$ cat src/rtl/seg7_scan_pkg.sv
// Shared types and frame builder for the 7-segment scan sequencer.
// SEG_DIM_EN adds the dim-phase states used for PWM brightness.
package seg7_scan_pkg;

   typedef enum logic [2:0] {
      ST_IDLE,
      ST_SEND,
      ST_HOLD,
      ST_BLANK
`ifdef SEG_DIM_EN
      ,
      ST_SEND_OFF,
      ST_HOLD_OFF
`endif
   } state_t;

   localparam logic [15:0] BLANK_FRAME = 16'hFFFF;
   localparam int SEL_LSB = 12;
   localparam int DOT_LSB = 8;

   // Digit i is selected by pulling sel_n[3-i] low; segments are inverted for the sink driver.
   function automatic logic [15:0] make_frame(input logic [1:0] idx, input logic [7:0] seg);
      logic [15:0] f;
      logic [3:0]  sel_n;
      sel_n = 4'b1111;
      sel_n[2'd3 - idx] = 1'b0;
      f = BLANK_FRAME;
      f[SEL_LSB +: 4] = sel_n;
      f[DOT_LSB +: 4] = 4'hF;
      f[7:0] = ~seg;
      return f;
   endfunction

endpackage

$ cat src/rtl/seg7_scan_ctrl_if.sv
// Frame handshake between the scan sequencer (master) and the shift-register driver (slave).
interface seg7_scan_ctrl_if;
   logic [15:0] frame_data;
   logic        frame_valid;
   logic        frame_ready;

   modport master (output frame_data, output frame_valid, input frame_ready);
   modport slave  (input frame_data, input frame_valid, output frame_ready);
endinterface

$ cat src/rtl/seg7_slot_timer.sv
// Purpose: loadable down-counter timing a display slot; done while count is zero.
// Latency: value visible the cycle after load; decrements one per enabled cycle.
// Backpressure: none; the caller gates en.
module seg7_slot_timer #(
   parameter int WIDTH = 4
) (
   input  logic             clk,
   input  logic             rst,
   input  logic             load,
   input  logic [WIDTH-1:0] value,
   input  logic             en,
   output logic             done
);

   logic [WIDTH-1:0] count_q;

   always_ff @(posedge clk) begin
      if (rst) begin
         count_q <= '0;
      end else if (load) begin
         count_q <= value;
      end else if (en && count_q != '0) begin
         count_q <= count_q - 1'b1;
      end
   end

   assign done = (count_q == '0);

endmodule

$ cat src/rtl/seg7_scan_ctrl.sv
// Purpose: scans w_digit 7-seg digits, one 16-bit frame per slot to the shift driver (SEG_DIM_EN: PWM dimming).
// Latency: first frame valid 1 cycle after enable; next frame 1 cycle after the slot timer expires.
// Backpressure: frame held stable until ready; slot timer only starts after the transfer.
module seg7_scan_ctrl
   import seg7_scan_pkg::*;
#(
   parameter int clk_hz   = 500000,
   parameter int digit_hz = 2000,
   parameter int w_digit  = 4
) (
   input  logic                   clk,
   input  logic                   rst,
   input  logic                   enable,
   input  logic [8*w_digit-1:0]   abcdefgh,
   seg7_scan_ctrl_if.master       frame,
   output logic                   sweep_done
`ifdef SEG_DIM_EN
   ,
   input  logic [2:0]             bright
`endif
);

   localparam int SLOT_CLKS = clk_hz / digit_hz;
   localparam int TW        = $clog2(SLOT_CLKS);
   localparam logic [1:0] LAST_IDX = 2'(w_digit - 1);

   if (SLOT_CLKS < 8) begin : g_bad_slot
      $error("seg7_scan_ctrl: clk_hz/digit_hz must be at least 8");
   end
   if (w_digit < 1 || w_digit > 4) begin : g_bad_digits
      $error("seg7_scan_ctrl: w_digit must be 1..4");
   end

   state_t               state_q, state_d;
   logic [1:0]           digit_q, digit_d;
   logic [8*w_digit-1:0] snap_q, snap_d;
   logic [15:0]          frame_q, frame_d;
   logic                 vld_q, vld_d;
   logic                 sd_q, sd_d;

   logic                 tmr_load, tmr_en, tmr_done;
   logic [TW-1:0]        tmr_val, on_val;

   logic                 last;
   logic [1:0]           adv_digit;
   logic [8*w_digit-1:0] adv_snap;
   logic [15:0]          adv_frame;

   function automatic logic [7:0] pick_seg(input logic [8*w_digit-1:0] s, input logic [1:0] idx);
      logic [7:0] r;
      r = s[7:0];
      for (int i = 1; i < w_digit; i++) begin
         if (idx == 2'(i)) r = s[8*i +: 8];
      end
      return r;
   endfunction

`ifdef SEG_DIM_EN
   localparam int SUB = SLOT_CLKS / 8;
   logic [2:0]    bright_q, bright_d;
   logic [TW-1:0] off_val;
   logic          off_zero;
   int            on_clks, off_clks;

   always_comb begin
      on_clks  = SUB * (int'(bright_q) + 1);
      off_clks = SLOT_CLKS - on_clks;
      on_val   = TW'(on_clks - 1);
      off_val  = TW'(off_clks - 1);
      off_zero = (off_clks == 0);
   end
`else
   assign on_val = TW'(SLOT_CLKS - 1);
`endif

   // Wrapping past the last digit is the only point where a fresh snapshot is taken.
   always_comb begin
      last      = (digit_q == LAST_IDX);
      adv_digit = last ? 2'd0 : digit_q + 2'd1;
      adv_snap  = last ? abcdefgh : snap_q;
      adv_frame = make_frame(adv_digit, pick_seg(adv_snap, adv_digit));
   end

   always_comb begin
      state_d  = state_q;
      digit_d  = digit_q;
      snap_d   = snap_q;
      frame_d  = frame_q;
      vld_d    = vld_q;
      sd_d     = 1'b0;
      tmr_load = 1'b0;
      tmr_val  = on_val;
      tmr_en   = 1'b0;
`ifdef SEG_DIM_EN
      bright_d = bright_q;
`endif
      case (state_q)
         ST_IDLE: begin
            if (enable) begin
               snap_d  = abcdefgh;
               digit_d = 2'd0;
               frame_d = make_frame(2'd0, abcdefgh[7:0]);
               vld_d   = 1'b1;
               state_d = ST_SEND;
`ifdef SEG_DIM_EN
               bright_d = bright;
`endif
            end
         end
         ST_SEND: begin
            if (frame.frame_ready) begin
               vld_d    = 1'b0;
               tmr_load = 1'b1;
               tmr_val  = on_val;
               state_d  = ST_HOLD;
            end
         end
         ST_HOLD: begin
            tmr_en = 1'b1;
            if (!enable) begin
               frame_d = BLANK_FRAME;
               vld_d   = 1'b1;
               state_d = ST_BLANK;
`ifdef SEG_DIM_EN
            end else if (tmr_done && !off_zero) begin
               frame_d = BLANK_FRAME;
               vld_d   = 1'b1;
               state_d = ST_SEND_OFF;
`endif
            end else if (tmr_done) begin
               digit_d = adv_digit;
               snap_d  = adv_snap;
               frame_d = adv_frame;
               vld_d   = 1'b1;
               sd_d    = last;
               state_d = ST_SEND;
`ifdef SEG_DIM_EN
               if (last) bright_d = bright;
`endif
            end
         end
         ST_BLANK: begin
            if (frame.frame_ready) begin
               vld_d   = 1'b0;
               state_d = ST_IDLE;
            end
         end
`ifdef SEG_DIM_EN
         ST_SEND_OFF: begin
            if (frame.frame_ready) begin
               vld_d    = 1'b0;
               tmr_load = 1'b1;
               tmr_val  = off_val;
               state_d  = ST_HOLD_OFF;
            end
         end
         ST_HOLD_OFF: begin
            tmr_en = 1'b1;
            if (!enable) begin
               frame_d = BLANK_FRAME;
               vld_d   = 1'b1;
               state_d = ST_BLANK;
            end else if (tmr_done) begin
               digit_d = adv_digit;
               snap_d  = adv_snap;
               frame_d = adv_frame;
               vld_d   = 1'b1;
               sd_d    = last;
               state_d = ST_SEND;
               if (last) bright_d = bright;
            end
         end
`endif
         default: state_d = ST_IDLE;
      endcase
   end

   always_ff @(posedge clk) begin
      if (rst) begin
         state_q  <= ST_IDLE;
         digit_q  <= 2'd0;
         snap_q   <= '0;
         frame_q  <= BLANK_FRAME;
         vld_q    <= 1'b0;
         sd_q     <= 1'b0;
`ifdef SEG_DIM_EN
         bright_q <= 3'd0;
`endif
      end else begin
         state_q  <= state_d;
         digit_q  <= digit_d;
         snap_q   <= snap_d;
         frame_q  <= frame_d;
         vld_q    <= vld_d;
         sd_q     <= sd_d;
`ifdef SEG_DIM_EN
         bright_q <= bright_d;
`endif
      end
   end

   seg7_slot_timer #(.WIDTH(TW)) u_timer (
      .clk   (clk),
      .rst   (rst),
      .load  (tmr_load),
      .value (tmr_val),
      .en    (tmr_en),
      .done  (tmr_done)
   );

   assign frame.frame_data  = frame_q;
   assign frame.frame_valid = vld_q;
   assign sweep_done        = sd_q;

endmodule
$ cat src/flat_wrapper.sv
// flat-port wrapper written by rule: the top's interface ports become plain ports
module seg7_scan_ctrl_flat import seg7_scan_pkg::*;
#(
   parameter int clk_hz   = 500000,
   parameter int digit_hz = 2000,
   parameter int w_digit  = 4
)
  (clk, rst, enable, abcdefgh, sweep_done, frame_frame_data, frame_frame_valid, frame_frame_ready);
  seg7_scan_ctrl_if frame_i ();
  input  logic clk;
  input  logic rst;
  input  logic enable;
  input  logic [8*w_digit-1:0] abcdefgh;
  output logic sweep_done;
  output wire logic [$bits(frame_i.frame_data)-1:0] frame_frame_data;
  output wire logic [$bits(frame_i.frame_valid)-1:0] frame_frame_valid;
  input wire logic [$bits(frame_i.frame_ready)-1:0] frame_frame_ready;
  assign frame_frame_data = frame_i.frame_data;
  assign frame_frame_valid = frame_i.frame_valid;
  assign frame_i.frame_ready = frame_frame_ready;
  seg7_scan_ctrl #(.clk_hz(clk_hz), .digit_hz(digit_hz), .w_digit(w_digit)) u_core (.clk(clk), .rst(rst), .enable(enable), .abcdefgh(abcdefgh), .frame(frame_i), .sweep_done(sweep_done));
endmodule
$ cat config.mk
export PLATFORM = sky130hd
export DESIGN_NAME = seg7_scan_ctrl_flat
export DESIGN_NICKNAME = d
export VERILOG_FILES = /design/src/rtl/seg7_scan_pkg.sv /design/src/rtl/seg7_scan_ctrl_if.sv /design/src/rtl/seg7_slot_timer.sv /design/src/rtl/seg7_scan_ctrl.sv /design/src/flat_wrapper.sv
export SDC_FILE = /design/constraint.sdc
export NUM_CORES = 1
export LEC_CHECK = 0
export CAP_MARGIN = 10
export CORE_ASPECT_RATIO = 0.9
export CORE_MARGIN = 5
export CORE_UTILIZATION = 27
export CTS_BUF_LIST = sky130_fd_sc_hd__clkbuf_16
export DETAILED_ROUTE_END_ITERATION = 6
export PLACE_DENSITY = 0.54
export SLEW_MARGIN = 20
export SYNTH_ARGS = -nofsm -noshare
export SYNTH_HDL_FRONTEND = slang
export SYNTH_SLANG_ARGS = --single-unit
$ cat constraint.sdc
create_clock -name clk -period 1.9 [get_ports clk]
set_clock_uncertainty 0.05 [all_clocks]
set_input_delay 0.38 -clock clk [delete_from_list [all_inputs] [get_ports clk]]
set_output_delay 0.38 -clock clk [all_outputs]
set_load 0.01 [all_outputs]
==> reports/results.ini, run 1 <==
[finish]
final_net_count=484
stdcell_count=605
drive_gt1_share_pct=23.6
area_delta_synth_final_pct=43.2
fillCellCount=1167
antennaDiodeCount=0

[sta]
max_clock_freq_ghz=0.537
layout_min_cycle_time_ps=1860
fin_crit_sh_pct=98.0
rsz0062_at_grt=true
setup_viol=0
slew_violations=0
hold_viol=0
fin_tns_setup_ps=0
setup_ws_ps=37.9

[floorplan]
die-width_um=126
placementRows=38
die_h_um=114
start_util_pct=27.2
die_area_mm2=0.0143
ios=54
core_area_mm2=0.0119

[synthesis]
ys_seq_area_share_pct=35.7
ys_async_sr_fraction_pct=0
syn_area_mm2=0.00325
synthCells=362
yosysWarnings=0
ys.flop_type=dfxtp_1
synth_top_area_share_pct=35.7
synth.avg_cell_area_um2=8.98
synth_top_area_cell=dfxtp_1
yosys.cell_count.top_type=dfxtp_1
synth_cell_type_count=51
ys_ff_latch=58
synth_edf_count=0
synth_area_leaders=dfxtp_1 36%, mux2i_1 8.9%, nand3b_1 6.2%
synth_commonest_cells=58 x dfxtp_1, 40 x a21oi_1, 35 x o21ai_0

[flow_run]
maxCapViolCount=0

[placed_design]
io_buffers=49
post-dp-hpwl_um=7150
dp.cells=584
place_ws_ps=-123
gp_congestion=0.832

[grt]
antenna_found_initial=0
grt_pass1_vias=2862
grt_pass1_wl_um=15400
overflow=0
grt_max_degree=37
grtUsageTotal_pct=13.5

[power_and_ir_drop]
p_total_uw=3720
peakVddDrop_mv=0.385
leakage_uw=0.00166
power_density_mw_per_mm2=800

[cts]
clkTransAtPathRegs_ps=50
numCtsBuffers=9
cts_max_level=3
cts_root_buf=clkbuf_16
clock_sinks=58
cts_hold_buf=0
clkLatencyLatePin_ps=330
clk_path_buf_depth=2
cts_tree=built

[route]
routedWlPerCell_um=16.4
viasPerCell=4.98
dr_total_vias=3011
drc_errors=0
ant_nets=0
dr.pass1.iters=4
drtIter0Drc=224
drt_wl_total_um=9920

[outcome]
status=finished, final reports clean

[critical_path]
path_class=flip-flop to flip-flop
startpoint_type=flip-flop
end_kind=flip-flop
critPathRequiredTime_ps=2050
crit_arrival_ps=2010
cp_max_fo=13

[worst_hold_path]
worstHoldPathType=flip-flop to flip-flop

## registers in the layout, summed over array words and instances, names as in the netlist
| register | flops |
|---|---|
| u_core.u_timer.count_q | 8 |
| u_core.state_q | 2 |
| u_core.frame.frame_data | 12 |
| u_core.frame.frame_valid | 1 |
| u_core.digit_q | 2 |
| u_core.snap_q | 32 |
| u_core.sweep_done | 1 |
## kinds of logic after synthesis
group                      Yosys count  synth area share [%]
AOI/OAI and AO/OA                  115                  21.9
xor gates and xnor gates             4                  1.08
adders and majority gates            7                  2.69
buffers and inverters               42                  7.96
DFF                                 58                  35.7
muxes                               37                  13.1
other                                1                 0.115
and+or+nand+nor                     98                  17.4
## per-layer routing
layer | vias to the layer above | track usage, % | share of wire [%]
li1 | 1487 | - | -
met1 | 1426 | 19.5 | 50
met2 | 90 | 19.6 | 43
met3 | 8 | 3.45 | 6.0
met4 | 0 | 4.12 | 1.0
met5 | - | 0 | 0
## cell type report
class | count | area (µm²) | area share (%)
tap | 160 | 200 | 4.30
clock buffer | 9 | 225 | 4.83
inverter | 6 | 26.3 | 0.564
clock inverter | 6 | 51.3 | 1.10
sequential | 58 | 1160 | 24.9
timing repair buffer | 101 | 1020 | 21.9
multi-input combinational | 265 | 1970 | 42.4
## path summary, 6_finish.rpt
kind	cells after the start	slack (ps)	to	startpoint
max	7	40	u_core.frame.frame_data[6]	u_core.digit_q[1]
min	2	410	u_core.frame.frame_valid	u_core.frame.frame_valid
max reg2reg	7	40	u_core.frame.frame_data[6]	u_core.digit_q[1]
min reg2reg	2	410	u_core.frame.frame_valid	u_core.frame.frame_valid
## where the power goes
| part | internal [µW] | switching [µW] | leakage, µW |
|---|---|---|---|
| registers | 1320 | 73.0 | 0.000477 |
| logic | 421 | 396 | 0.00104 |
| clock network | 985 | 532 | 0.000145 |
| total | 2720 | 1000 | 0.00166 |
## what timing repair did
item / 4_1_cts / 5_1_grt
pin swaps: 2 / 5
cloned: 1 / 2
gates resized for setup: 7 / 25
setup endpoints to repair: 7 / 27
buffers inserted: 0 / 3
## placed cells by master, fill, tap and decap left out, drive strengths merged, types with 5 or more instances in the layout
cell / n
clkdlybuf4s50: 49
buf: 49
a21oi: 41
a211oi: 10
nand3b: 27
nor2: 18
mux2i: 29
clkbuf: 11
nor3: 5
nand2: 25
inv: 7
ha: 7
dfxtp: 58
o21ai: 35
## stage by stage
step / hold slack (ps) / area [µm²] / utilization, %
finish: 407 / 4660 / 39.0
global placement: 392 / 4130 / 34.6
global route: 428 / 4660 / 39.0
detailed placement: 405 / 4130 / 34.6
CTS: 412 / 4460 / 37.4
floorplan: 382 / 3260 / -
## worst max-delay path, stage by stage, from the launching register on
cell and delay, ps:
dfxtp_1 320, buf_4 140, ha_4 170, bufbuf_16 300, mux2i_1 160, a21oi_1 190
o31ai_2 110, a221o_1 300
Power figures use the tool's default switching activity.
==> run 2: changes to the inputs <==
CORE_UTILIZATION = 30   (was 27)
PLACE_DENSITY = 0.58   (was 0.54)
==> run 2 against run 1 <==
  * Critical path depth unchanged
  * Combinational power decreased by 5.0%
  * Cell count shrank 6.0%
  * Worst setup slack better by 26 ps
  * Count of clock-buffer cells in the layout is the same
  * Maximum frequency rose by 1.4%
  * Worst hold slack better by 3.1 ps
  * Via count fell by 3.2%
  * Global-route usage is 0.85 points higher
  * Largest power group unchanged
  * Sequential share of layout area up 1.5 points
  * First-iteration DRC count down 32%
==> reports/results.ini, run 2 (synthesis gave the netlist of run 1 again) <==
[grt]
grtUsageTotal_pct=14.3
grt_pass1_wl_um=14700
grt_max_degree=33
overflow=0
grt_pass1_vias=2812
antenna_found_initial=0

[critical_path]
slowest_delay_ps=330
path_cells=buf_4, ha_4, buf_4, mux2i_1, o22ai_2, o31ai_2, a221o_1
path_class=flip-flop to flip-flop
cp_top_family=compound AO/OA/AOI/OAI gates
crit_top_cell=buf_4
path_buf_inv=2
crit_arrival_ps=2050
cp_max_fo=6
critPathRequiredTime_ps=2120
startpoint_type=flip-flop
crit_cells=7
end_kind=flip-flop
reg2regPathDepth=7
crit_slowest_cell=dfxtp_1

[sta]
fin_crit_sh_pct=96.7
max_clock_freq_ghz=0.545
rsz0062_at_grt=true
slew_violations=0
setup_viol=0
hold_viol=0
layout_min_cycle_time_ps=1840

[placed_design]
post-dp-hpwl_um=6870
gp_congestion=0.872
io_buffers=49

[floorplan]
die-width_um=120
start_util_pct=30.3
die_h_um=109
ios=54
core_area_mm2=0.0107
placementRows=36
die_area_mm2=0.0130

[route]
dr.pass1.iters=4
viasPerCell=5.12
drt_wl_total_um=9320
drtIter0Drc=152
ant_nets=0
dr_total_vias=2916
drc_errors=0
routedWlPerCell_um=16.4

[flow_run]
maxCapViolCount=0

[cts]
cts_setup_buffers=0
clkLatencyLatePin_ps=330
clk_path_buf_depth=2
cts_max_level=3
cts_hold_buf=0
cts_tree=built
cts_root_buf=clkbuf_16
clock_sinks=58
numCtsBuffers=9
clkTransAtPathRegs_ps=50

[finish]
layout_common_cells=58 x dfxtp_1, 49 x clkdlybuf4s50_1, 39 x a21oi_1, 36 x buf_4, 30 x o21ai_0
area_delta_synth_final_pct=35.4
final_net_count=475
final_common_cell=dfxtp_1
top_register=u_core.snap_q
drive_gt1_share_pct=19.3
antennaDiodeCount=0
largest_register_ff_count=32
finalCoreUtilization_pct=41.1

[outcome]
status=finished, final reports clean

[power_and_ir_drop]
power_density_mw_per_mm2=806
peakVddDrop_mv=0.370
p_total_uw=3550
leakage_uw=0.00156

[worst_hold_path]
hold_path_depth=2
worstHoldPathType=flip-flop to flip-flop

==> run 2: changes by cell type in the layout (fill, tap and decap cells not counted), sizes merged <==
cell and delta:
inv -1, bufbuf -1, clkinv +3, bufinv -1, clkbuf -2, buf -6, clkinvlp -1
==> run 2: routing by layer <==
| layer | vias up | global-route usage, % | part of all wire, % |
|---|---|---|---|
| li1 | 1452 | - | - |
| met1 | 1359 | 20.7 | 49 |
| met2 | 91 | 20.4 | 42 |
| met3 | 14 | 3.73 | 6.5 |
| met4 | 0 | 5.23 | 1.7 |
| met5 | - | 0 | 0 |
==> run 2: path summary, 6_finish.rpt <==
kind                startpoint                         end  slack (ps)
max          u_core.digit_q[0]  u_core.frame.frame_data[6]          60
min          u_core.snap_q[31]           u_core.snap_q[31]         410
max reg2reg  u_core.digit_q[0]  u_core.frame.frame_data[6]          60
min reg2reg  u_core.snap_q[31]           u_core.snap_q[31]         410
==> run 2: final cells by class <==
type	count	area [µm²]
fill	1047	6320
multi-input combinational	265	1920
sequential	58	1160
timing repair buffer	92	883
clock buffer	9	225
tap	133	166
clock inverter	6	25.0
inverter	6	22.5
==> run 2: through the flow <==
stage | setup WS [ps] | setup TNS [ps] | instances | hold slack, ps | cell area [µm²]
2_1_floorplan | 37.2 | 0 | 365 | 382 | 3260
3_3_place_gp | -43.0 | -202 | 554 | 390 | 4070
3_5_place_dp | -78.6 | -402 | 554 | 403 | 4070
4_1_cts | 38.3 | 0 | 569 | 412 | 4340
5_1_grt | -24.2 | -36.6 | 569 | 432 | 4400
6_report | 63.6 | 0 | 569 | 411 | 4400
==> run 2: what timing repair did <==
action,in CTS,in global routing
pin swaps,0,2
setup endpoints to repair,5,15
resized for setup,4,16
==> run 2: worst reg2reg max path, stage by stage, from the launching register on <==
cell and delay (ps):
dfxtp_1 330, buf_4 160, ha_4 160, buf_4 170
mux2i_1 290, o22ai_2 150, o31ai_2 290, a221o_1 180
==> run 2: where the power goes <==
| part | switching (µW) | internal [µW] |
|---|---|---|
| Sequential | 67.6 | 1320 |
| Clock | 539 | 849 |
| Combinational | 379 | 397 |
==> run 3: changes to the inputs <==
CAP_MARGIN = 40   (was 10)
SKIP_LAST_GASP = 1   (was default)
==> run 3 against run 2 <==
  * Sequential power is essentially flat
  * Worst setup slack worse by 4.5 ps
  * Via count is 0.45% higher
  * Utilization rose by 0.33 points
  * Die area is the same
  * Global-route usage is the same
  * Maximum frequency down 0.24%
  * Critical endpoint unchanged
==> reports/results.ini, run 3 (synthesis gave the netlist of run 1 again) <==
[floorplan]
ios=54
start_util_pct=30.3
core_area_mm2=0.0107
placementRows=36
die_h_um=109
die-width_um=120
die_area_mm2=0.0130

[critical_path]
cp_max_fo=6
cp_top_family=compound AO/OA/AOI/OAI gates
path_buf_inv=2
path_class=flip-flop to flip-flop
crit_slowest_cell=dfxtp_1
timing.rr.start=u_core.digit_q[0]
startpoint_type=flip-flop
slowest_delay_ps=330
end_kind=flip-flop
startpoint=u_core.digit_q[0]
crit_top_cell=buf_4
path_cells=buf_4, ha_4, buf_4, mux2i_2, o22ai_1, o31ai_2, a221o_1
crit_arrival_ps=2060
critPathRequiredTime_ps=2120

[route]
routedWlPerCell_um=16.4
drtIter0Drc=150
drc_errors=0
dr_total_vias=2929
viasPerCell=5.11
dr.pass1.iters=4
ant_nets=0
drt_wl_total_um=9390

[grt]
grtUsageTotal_pct=14.3
grt_pass1_vias=2812
grt_max_degree=33
antenna_found_initial=0
overflow=0
grt_pass1_wl_um=14700

[placed_design]
io_buffers=49
place_ws_ps=-78.6
post-dp-hpwl_um=6870
gp_congestion=0.872
dp.cells=554

[power_and_ir_drop]
peakVddDrop_mv=0.364
p_total_uw=3540
power_density_mw_per_mm2=798
leakage_uw=0.00158

[worst_hold_path]
worstHoldPathType=flip-flop to flip-flop
worstHoldStart=u_core.snap_q[31]

[finish]
largest_register_ff_count=32
drive_gt1_share_pct=19.5
top_register=u_core.snap_q
final_net_count=479
antennaDiodeCount=0
stdcell_count=573
layout_common_cells=58 x dfxtp_1, 49 x clkdlybuf4s50_1, 40 x a21oi_1, 39 x buf_4, 32 x o21ai_0
area_delta_synth_final_pct=36.4
final_common_cell=dfxtp_1

[sta]
layout_min_cycle_time_ps=1840
rsz0062_at_grt=true
setup_ws_ps=59.1
setup_viol=0
hold_viol=0
max_clock_freq_ghz=0.543
slew_violations=0
fin_crit_sh_pct=96.9
fin_tns_setup_ps=0

[flow_run]
maxCapViolCount=0

[cts]
cts_max_level=3
clkLatencyLatePin_ps=330
clkTransAtPathRegs_ps=50
clock_sinks=58
cts_hold_buf=0
cts_root_buf=clkbuf_16
clk_path_buf_depth=2
numCtsBuffers=9
cts_tree=built

[outcome]
status=finished, final reports clean

[run 3: changes by cell type in the layout (fill, tap and decap cells not counted), sizes merged]
cell / before / now
buf: 43 / 46
clkbuf: 9 / 10
[run 3: area by class of cell]
type,instances,area (µm²)
fillers,1043,6280
repair buffers,96,931
clock buffers,9,225
well taps,133,166
multi-input cells,265,1910
inverters,6,22.5
flip-flops and latches,58,1160
clock inverters,6,25.0
[run 3: routing by layer]
metal | vias up | routed length (µm) | track usage [%]
met1 | 1388 | 4730 | 20.7
met5 | - | 0 | 0
met4 | 0 | 144 | 5.23
met2 | 65 | 3980 | 20.4
met3 | 12 | 536 | 3.73
li1 | 1464 | - | -
[run 3: worst paths after layout]
check | endpoint | slack [ps] | depth (start not counted)
max | u_core.frame.frame_data[6] | 60 | 7
min | u_core.snap_q[31] | 410 | 2
max reg2reg | u_core.frame.frame_data[6] | 60 | 7
min reg2reg | u_core.snap_q[31] | 410 | 2
[run 3: worst register-to-register path, cell delays in order, from the launching register on]
cell     delay, ps
dfxtp_1        330
buf_4          160
ha_4           190
buf_4          180
mux2i_2        240
o22ai_1        160
o31ai_2        300
a221o_1        180
[run 3: report_power, final]
group          internal [µW]  leakage, µW  switching [µW]
clock network            848     0.000125             535
registers               1320     0.000477            68.8
logic                    395     0.000979             375
[run 3: metrics by stage]
step	area (µm²)	hold WS, ps	util (%)
4_1_cts	4330	412	40.4
3_5_place_dp	4070	403	38.0
5_1_grt	4440	432	41.4
3_3_place_gp	4070	390	38.0
2_1_floorplan	3260	382	-
6_report	4440	410	41.4
[run 3: timing repair]
action | in CTS | in global routing
resized for setup | 3 | 13
pin swaps | 0 | 2
endpoints found under the setup margin | 5 | 15
cloned | 0 | 1
setup buffers | 0 | 3
